`src/rtl/coord_bcd_formatter_pkg.sv`:
```
//------------------------------------------------------------------------------
// coord_bcd_formatter_pkg : shared constants, FSM states and BCD digit helper
// Rev 1.0
//------------------------------------------------------------------------------
`default_nettype none

package coord_bcd_formatter_pkg;

   localparam int DIGITS = 4;
   localparam int BCD_W  = 4 * DIGITS;
   localparam int DISP_W = 32;

   typedef enum logic [1:0] {
      ST_IDLE   = 2'd0,
      ST_CONV_X = 2'd1,
      ST_CONV_Y = 2'd2,
      ST_UPDATE = 2'd3
   } state_t;

   // Double-dabble correction: every digit >= 5 gets +3 before the next shift
   function automatic logic [BCD_W-1:0] bcd_add3(input logic [BCD_W-1:0] b);
      logic [BCD_W-1:0] r;
      r = b;
      for (int i = 0; i < DIGITS; i++) begin
         if (r[4*i +: 4] >= 4'd5) begin
            r[4*i +: 4] = r[4*i +: 4] + 4'd3;
         end
      end
      return r;
   endfunction

endpackage

`default_nettype wire

```
`src/rtl/coord_bcd_formatter_bin2bcd_seq.sv`:
```
//------------------------------------------------------------------------------
// bin2bcd_seq : serial double-dabble converter, W cycles per value, MSB first
// Rev 1.0
//------------------------------------------------------------------------------
`default_nettype none

module bin2bcd_seq
   import coord_bcd_formatter_pkg::*;
#(
   parameter int W = 10
) (
   input  logic             iCLK,
   input  logic             iRST_N,
   input  logic             start_i,
   input  logic [W-1:0]     value_i,
   output logic [BCD_W-1:0] bcd_o,
   output logic             done_o
);

   localparam int CW = $clog2(W + 1);

   logic [W-1:0]     sh_q;
   logic [BCD_W-1:0] bcd_q;
   logic [CW-1:0]    cnt_q;
   logic             done_q;
   logic [BCD_W-1:0] w_adj;

   assign w_adj = bcd_add3(bcd_q);

   // The start edge already shifts in the MSB (add-3 on a zero accumulator is
   // a no-op), so a value takes exactly W edges including the start edge.
   always_ff @(posedge iCLK or negedge iRST_N) begin
      if (!iRST_N) begin
         sh_q   <= '0;
         bcd_q  <= '0;
         cnt_q  <= '0;
         done_q <= 1'b0;
      end else if (start_i) begin
         sh_q   <= value_i << 1;
         bcd_q  <= BCD_W'(value_i[W-1]);
         cnt_q  <= CW'(W - 1);
         done_q <= (W == 1);
      end else if (cnt_q != '0) begin
         sh_q   <= sh_q << 1;
         bcd_q  <= {w_adj[BCD_W-2:0], sh_q[W-1]};
         cnt_q  <= cnt_q - CW'(1);
         done_q <= (cnt_q == CW'(1));
      end else begin
         done_q <= 1'b0;
      end
   end

   assign bcd_o  = bcd_q;
   assign done_o = done_q;

endmodule

`default_nettype wire

```
`src/rtl/coord_bcd_formatter.sv`:
```
//------------------------------------------------------------------------------
// coord_bcd_formatter : converts X/Y spot coordinates to BCD display words
// Rev 1.0
//------------------------------------------------------------------------------
`default_nettype none

module coord_bcd_formatter
   import coord_bcd_formatter_pkg::*;
#(
   parameter int W = 10
) (
   input  logic              iCLK,
   input  logic              iRST_N,
   input  logic [W-1:0]      iX,
   input  logic [W-1:0]      iY,
   input  logic              iVALID,
   input  logic              iHOLD,
   output logic [DISP_W-1:0] oDISP1,
   output logic [DISP_W-1:0] oDISP2,
   output logic              oBUSY,
   output logic              oDONE
);

   localparam int PAD_W = DISP_W - BCD_W;

   state_t            state_q, state_d;
   logic [W-1:0]      y_q, y_d;
   logic [BCD_W-1:0]  xbcd_q, xbcd_d;
   logic              pend_vld_q, pend_vld_d;
   logic [W-1:0]      pend_x_q, pend_x_d;
   logic [W-1:0]      pend_y_q, pend_y_d;
   logic [DISP_W-1:0] disp1_q, disp1_d;
   logic [DISP_W-1:0] disp2_q, disp2_d;
   logic              done_q, done_d;

   logic              w_strobe;
   logic              w_start;
   logic [W-1:0]      w_start_val;
   logic [BCD_W-1:0]  w_cvt_bcd;
   logic              w_cvt_done;

   assign w_strobe = iVALID & ~iHOLD;

   bin2bcd_seq #(.W(W)) u_cvt (
      .iCLK    (iCLK),
      .iRST_N  (iRST_N),
      .start_i (w_start),
      .value_i (w_start_val),
      .bcd_o   (w_cvt_bcd),
      .done_o  (w_cvt_done)
   );

   always_comb begin
      state_d     = state_q;
      y_d         = y_q;
      xbcd_d      = xbcd_q;
      pend_vld_d  = pend_vld_q;
      pend_x_d    = pend_x_q;
      pend_y_d    = pend_y_q;
      disp1_d     = disp1_q;
      disp2_d     = disp2_q;
      done_d      = 1'b0;
      w_start     = 1'b0;
      w_start_val = iX;

      unique case (state_q)
         ST_IDLE: begin
            if (w_strobe) begin
               w_start = 1'b1;
               y_d     = iY;
               state_d = ST_CONV_X;
            end
         end
         ST_CONV_X: begin
            if (w_strobe) begin
               pend_vld_d = 1'b1;
               pend_x_d   = iX;
               pend_y_d   = iY;
            end
            if (w_cvt_done) begin
               xbcd_d      = w_cvt_bcd;
               w_start     = 1'b1;
               w_start_val = y_q;
               state_d     = ST_CONV_Y;
            end
         end
         ST_CONV_Y: begin
            if (w_strobe) begin
               pend_vld_d = 1'b1;
               pend_x_d   = iX;
               pend_y_d   = iY;
            end
            if (w_cvt_done) begin
               state_d = ST_UPDATE;
            end
         end
         ST_UPDATE: begin
            if (!iHOLD) begin
               disp1_d = {{PAD_W{1'b0}}, xbcd_q};
               disp2_d = {{PAD_W{1'b0}}, w_cvt_bcd};
               done_d  = 1'b1;
            end
            // A strobe in this very cycle is the newest pair and wins
            if (w_strobe || pend_vld_q) begin
               w_start     = 1'b1;
               w_start_val = w_strobe ? iX : pend_x_q;
               y_d         = w_strobe ? iY : pend_y_q;
               pend_vld_d  = 1'b0;
               state_d     = ST_CONV_X;
            end else begin
               state_d = ST_IDLE;
            end
         end
         default: state_d = ST_IDLE;
      endcase
   end

   always_ff @(posedge iCLK or negedge iRST_N) begin
      if (!iRST_N) begin
         state_q    <= ST_IDLE;
         y_q        <= '0;
         xbcd_q     <= '0;
         pend_vld_q <= 1'b0;
         pend_x_q   <= '0;
         pend_y_q   <= '0;
         disp1_q    <= '0;
         disp2_q    <= '0;
         done_q     <= 1'b0;
      end else begin
         state_q    <= state_d;
         y_q        <= y_d;
         xbcd_q     <= xbcd_d;
         pend_vld_q <= pend_vld_d;
         pend_x_q   <= pend_x_d;
         pend_y_q   <= pend_y_d;
         disp1_q    <= disp1_d;
         disp2_q    <= disp2_d;
         done_q     <= done_d;
      end
   end

   assign oDISP1 = disp1_q;
   assign oDISP2 = disp2_q;
   assign oBUSY  = (state_q != ST_IDLE);
   assign oDONE  = done_q;

endmodule

`default_nettype wire

```
`config.mk`:
```
export PLATFORM = sky130hd
export DESIGN_NAME = coord_bcd_formatter
export DESIGN_NICKNAME = d
export VERILOG_FILES = /design/src/rtl/coord_bcd_formatter_pkg.sv /design/src/rtl/coord_bcd_formatter_bin2bcd_seq.sv /design/src/rtl/coord_bcd_formatter.sv
export SDC_FILE = /design/constraint.sdc
export NUM_CORES = 1
export LEC_CHECK = 0
export ABC_CLOCK_PERIOD_IN_PS = 2300
export CORE_MARGIN = 4
export CORE_UTILIZATION = 40
export DETAILED_ROUTE_END_ITERATION = 12
export GPL_TIMING_DRIVEN = 1
export PLACE_DENSITY = 0.62
export SYNTH_ARGS = -nofsm -noshare
export SYNTH_HDL_FRONTEND = slang
export SYNTH_HIERARCHICAL = 1
export SYNTH_SLANG_ARGS = --single-unit
```
`constraint.sdc`:
```
create_clock -name iCLK -period 2.3 [get_ports iCLK]
set_clock_uncertainty 0.05 [all_clocks]
set_input_delay 0.345 -clock iCLK [delete_from_list [all_inputs] [get_ports iCLK]]
set_output_delay 0.345 -clock iCLK [all_outputs]
set_load 0.02 [all_outputs]
```
==> flow_metrics.env <==
export IMPL_status="finished clean"
export IMPL_dp_hpwl_mm=7.09
export IMPL_die_w_um=125
export IMPL_initial_utilization_pct=40.9
export IMPL_globalRoute_busiestLayer="met2"
export IMPL_post_cts_buffers=0
export IMPL_clock_path_buffers=2
export IMPL_ys_ff_latch=112
export IMPL_power_frac_seq_pct=39.0
export IMPL_cp_common_cell="inv_1"
export IMPL_synth_area_leaders="dfrtp_1 52%, mux2_2 14%, buf_4 5.1%"
export IMPL_dp_cells=679
export IMPL_place_gp_congestion=0.800
export IMPL_finalCriticalPeriod_ns=2.20
export IMPL_dr_total_vias=3488
export IMPL_ir_drop_mv=0.553
export IMPL_switching_share_pct=35.7
export IMPL_cp_end_kind="output pin"
export IMPL_cts_tree="done"
export IMPL_critPathMaxFanout=6
export IMPL_drc=0
export IMPL_syn_avg_cell_area_um2=11.9
export IMPL_drv_cap=0
export IMPL_synth_area_um2=5440
export IMPL_cts_root_buf="clkbuf_16"
export IMPL_hold_class="register to register"
export IMPL_cts_buffers=9
export IMPL_num_nets_final=556
export IMPL_synth_simple_area_share_pct=9.22
export IMPL_required_ns=1.90
export IMPL_synth_xor_area_share_pct=0.322
export IMPL_use_met3_pct=4.37
export IMPL_antenna_left=0
export IMPL_rsz0062_at_grt="false"
export IMPL_synth_cells=457
export IMPL_slew_violations=0
export IMPL_area_growth_pct=18.7
export IMPL_synth_area_leader_cell="dfrtp_1"
export IMPL_die_area_um2=15500
export IMPL_slowest_delay_ns=0.53
export IMPL_worst_slew_pin_slew_ns=0.508
export IMPL_r2r_cells=7
export IMPL_synthArstFlopShare_pct=100
export IMPL_critPathArrivalTime_ns=1.80
export IMPL_ctsHtreeMaxLevel=3
export IMPL_synth_top_flop_cell="dfrtp_1"
export IMPL_synth_top_area_share_pct=51.5
export IMPL_crit_chain="inv_1 > ha_2 > inv_1 > clkdlybuf4s50_1"
export IMPL_setup_worst_path_start="state_q[0]$_DFFE_PN0P_"
export IMPL_viasPerCell=5.01
export IMPL_worst_setup_path_type="register to output pin"
export IMPL_synth_top_family_by_area="multiplexers"
export IMPL_clkSinkCount=112
export IMPL_fin_cells=696
export IMPL_finalCritPeriodShare_pct=95.6
export IMPL_timing_rr_start="state_q[0]$_DFFE_PN0P_"
export IMPL_grt_max_degree=40
export IMPL_drt_pass1_iterations=4
export IMPL_r2r_slack_ns=0.27
export IMPL_timing_critical_path_to="oBUSY"
export IMPL_synth_edf_count=0
export IMPL_p_clk_share_pct=18.8
export IMPL_grtUsageMet2_pct=22.5
export IMPL_grt_overflow=0
export IMPL_pwr_share_comb_pct=42.3
export IMPL_drive_gt1_share_pct=20.8
export IMPL_core_um2=13300
export IMPL_place_port_buffers=57
export IMPL_slew_limit_headroom_pct=66.1
export IMPL_clk_latency_ns=0.35
export IMPL_grt_use_met1_pct=16.3
export IMPL_grt_pass1_vias=3531
export IMPL_drtIter0Drc=159
export IMPL_rr_endpoint="u_cvt/bcd_o[6]$_DFFE_PN0P_"
export IMPL_path_clk_slew_ns=0.07
export IMPL_crit_slowest_cell="clkdlybuf4s50_1"
export IMPL_yosysWarnings=6
export IMPL_track_usage_pct=13.3
export IMPL_setup_viol=0
export IMPL_final_util_pct=48.6
export IMPL_ys_seq_area_share_pct=51.5
export IMPL_p_sw_uw=3110
export IMPL_synthAdderAreaFrac_pct=3.91
export IMPL_antenna_found_initial=0
export IMPL_powerDensity_nw_per_um2=1350
export IMPL_n_antenna_cell=0
export IMPL_chipHeight_um=125
export IMPL_p_int_uw=5590
export IMPL_wirelength_mm=9.95
export IMPL_fmax_mhz=455
export IMPL_startpoint_type="register"
export IMPL_yosysUniqueCellTypes=39
export IMPL_num_rows=42
export IMPL_p_leak_uw=0.00297
export IMPL_hold_violations=0
export IMPL_synth_compound_area_share_pct=8.65
export IMPL_grt_pass1_wl_mm=17.1
export IMPL_io_pins=90
export IMPL_synth_mux_area_share_pct=18.0
export IMPL_wl_per_cell_um=14.3
-- layer usage --
| layer | vias to the layer above | wire (µm) | share of wire (%) |
|---|---|---|---|
| li1 | 1675 | - | - |
| met1 | 1719 | 4280 | 43 |
| met2 | 81 | 5000 | 50 |
| met3 | 13 | 550 | 5.5 |
| met4 | 0 | 114 | 1.1 |
| met5 | - | 0 | 0 |
-- through the flow --
stage	hold slack (ns)	setup TNS [ns]	instance area, µm²	setup slack [ns]	total power, µW
after floorplan	-0.000591	0	5560	0.140	5970
after global placement	0.296	0	6130	0.0225	6990
after detailed placement	0.303	-0.0580	6130	-0.0323	7140
after CTS	0.458	0	6450	0.0190	8810
after global routing	0.472	0	6460	0.00334	9350
final	0.452	0	6460	0.100	8700
-- what timing repair did --
item	CTS	global route
endpoints found under the hold margin	36	0
hold buffers	1	0
gates resized for setup	0	1
setup endpoints to repair	0	1
-- worst max-delay path, delay by kind of cell, from the launching register on --
kind	cells	cell delay, ns
flip-flops	1	0.41
adder cells (fa/ha/maj)	1	0.27
buffers and inverters	3	0.77
-- how the worst min path moves through the flow --
stage | to | startpoint | depth (start not counted) | slack [ns]
after global routing | xbcd_q[15]$_DFFE_PN0P_ | xbcd_q[15]$_DFFE_PN0P_ | 1 | 0.47
final | xbcd_q[5]$_DFFE_PN0P_ | xbcd_q[5]$_DFFE_PN0P_ | 1 | 0.45
after global placement | oDISP1[4]$_DFFE_PN0P_ | iRST_N | 1 | 0.30
after floorplan | oDISP1[0]$_DFFE_PN0P_ | iRST_N | 0 | -0.0006
after CTS | u_cvt/bcd_o[13]$_DFFE_PN0P_ | iRST_N | 2 | 0.46
after detailed placement | oDISP1[5]$_DFFE_PN0P_ | iRST_N | 1 | 0.30
-- power by group through the flow --
stage | combinational (µW) | sequential [µW] | clock, µW
floorplan | 2440 | 3530 | 0
global placement | 3580 | 3400 | 0
detailed placement | 3700 | 3440 | 0
CTS | 3710 | 3400 | 1690
global route | 4070 | 3520 | 1770
finish | 3670 | 3390 | 1630
-- sequential cells by signal (all words and copies together) (netlist names), 9 cells and up --
register,count
y_q,10
u_cvt/bcd_o,16
oDISP2,16
u_cvt/sh_q,9
xbcd_q,16
pend_x_q,10
pend_y_q,10
oDISP1,16
-- synthesized netlist by cell type, types with 2 or more instances --
cell / instances
a211o_1: 4
a211oi_1: 4
a211oi_2: 2
a21oi_1: 21
a221o_1: 10
and2b_1: 2
and3_1: 11
buf_2: 10
buf_4: 37
buf_6: 3
clkbuf_1: 6
dfrtp_1: 112
ha_1: 17
inv_1: 13
mux2_2: 69
mux2i_1: 20
nand2_1: 22
nand2_2: 2
nand2b_1: 8
nand3_1: 4
nor2_1: 22
nor3_1: 9
nor3b_1: 6
nor4_1: 4
o21ai_0: 12
o21ai_1: 8
o311ai_0: 2
o311ai_1: 2
or4_1: 4
xnor2_1: 2
-- cell families (layout without fill, tap and decap cells) --
| group | Yosys count | in the layout |
|---|---|---|
| adder cells (fa/ha/maj) | 17 | 17 |
| XOR/XNOR | 2 | 2 |
| AO/OA/AOI/OAI | 70 | 70 |
| flip-flops | 112 | 112 |
| multiplexers | 89 | 89 |
| buffers and inverters | 70 | 102 |
| AND/OR/NAND/NOR | 96 | 96 |
| other | 1 | 32 |
-- area by class of cell --
class                           instances  area, µm²
Fill cell                            1207       6840
Timing Repair Buffer                   73        753
Multi-Input combinational cell        306       2320
Sequential cell                       112       2800
Inverter                               13       48.8
Tap cell                              176        220
Clock buffer                           11        253
Clock inverter                          5       62.6
-- cell usage in the layout, fill, tap and decap left out, drive strengths merged, types with 8 or more instances in the layout --
cell | Yosys | routed
nor3 | 9 | 9
clkbuf | 6 | 11
ha | 17 | 17
nand2 | 24 | 24
clkdlybuf4s50 | 0 | 56
nand2b | 8 | 8
a221o | 10 | 10
mux2i | 20 | 20
a21oi | 21 | 21
nor2 | 22 | 22
o21ai | 20 | 20
conb | 1 | 32
buf | 51 | 16
mux2 | 69 | 69
inv | 13 | 15
dfrtp | 112 | 112
and3 | 11 | 11
Power figures use the tool's default switching activity.
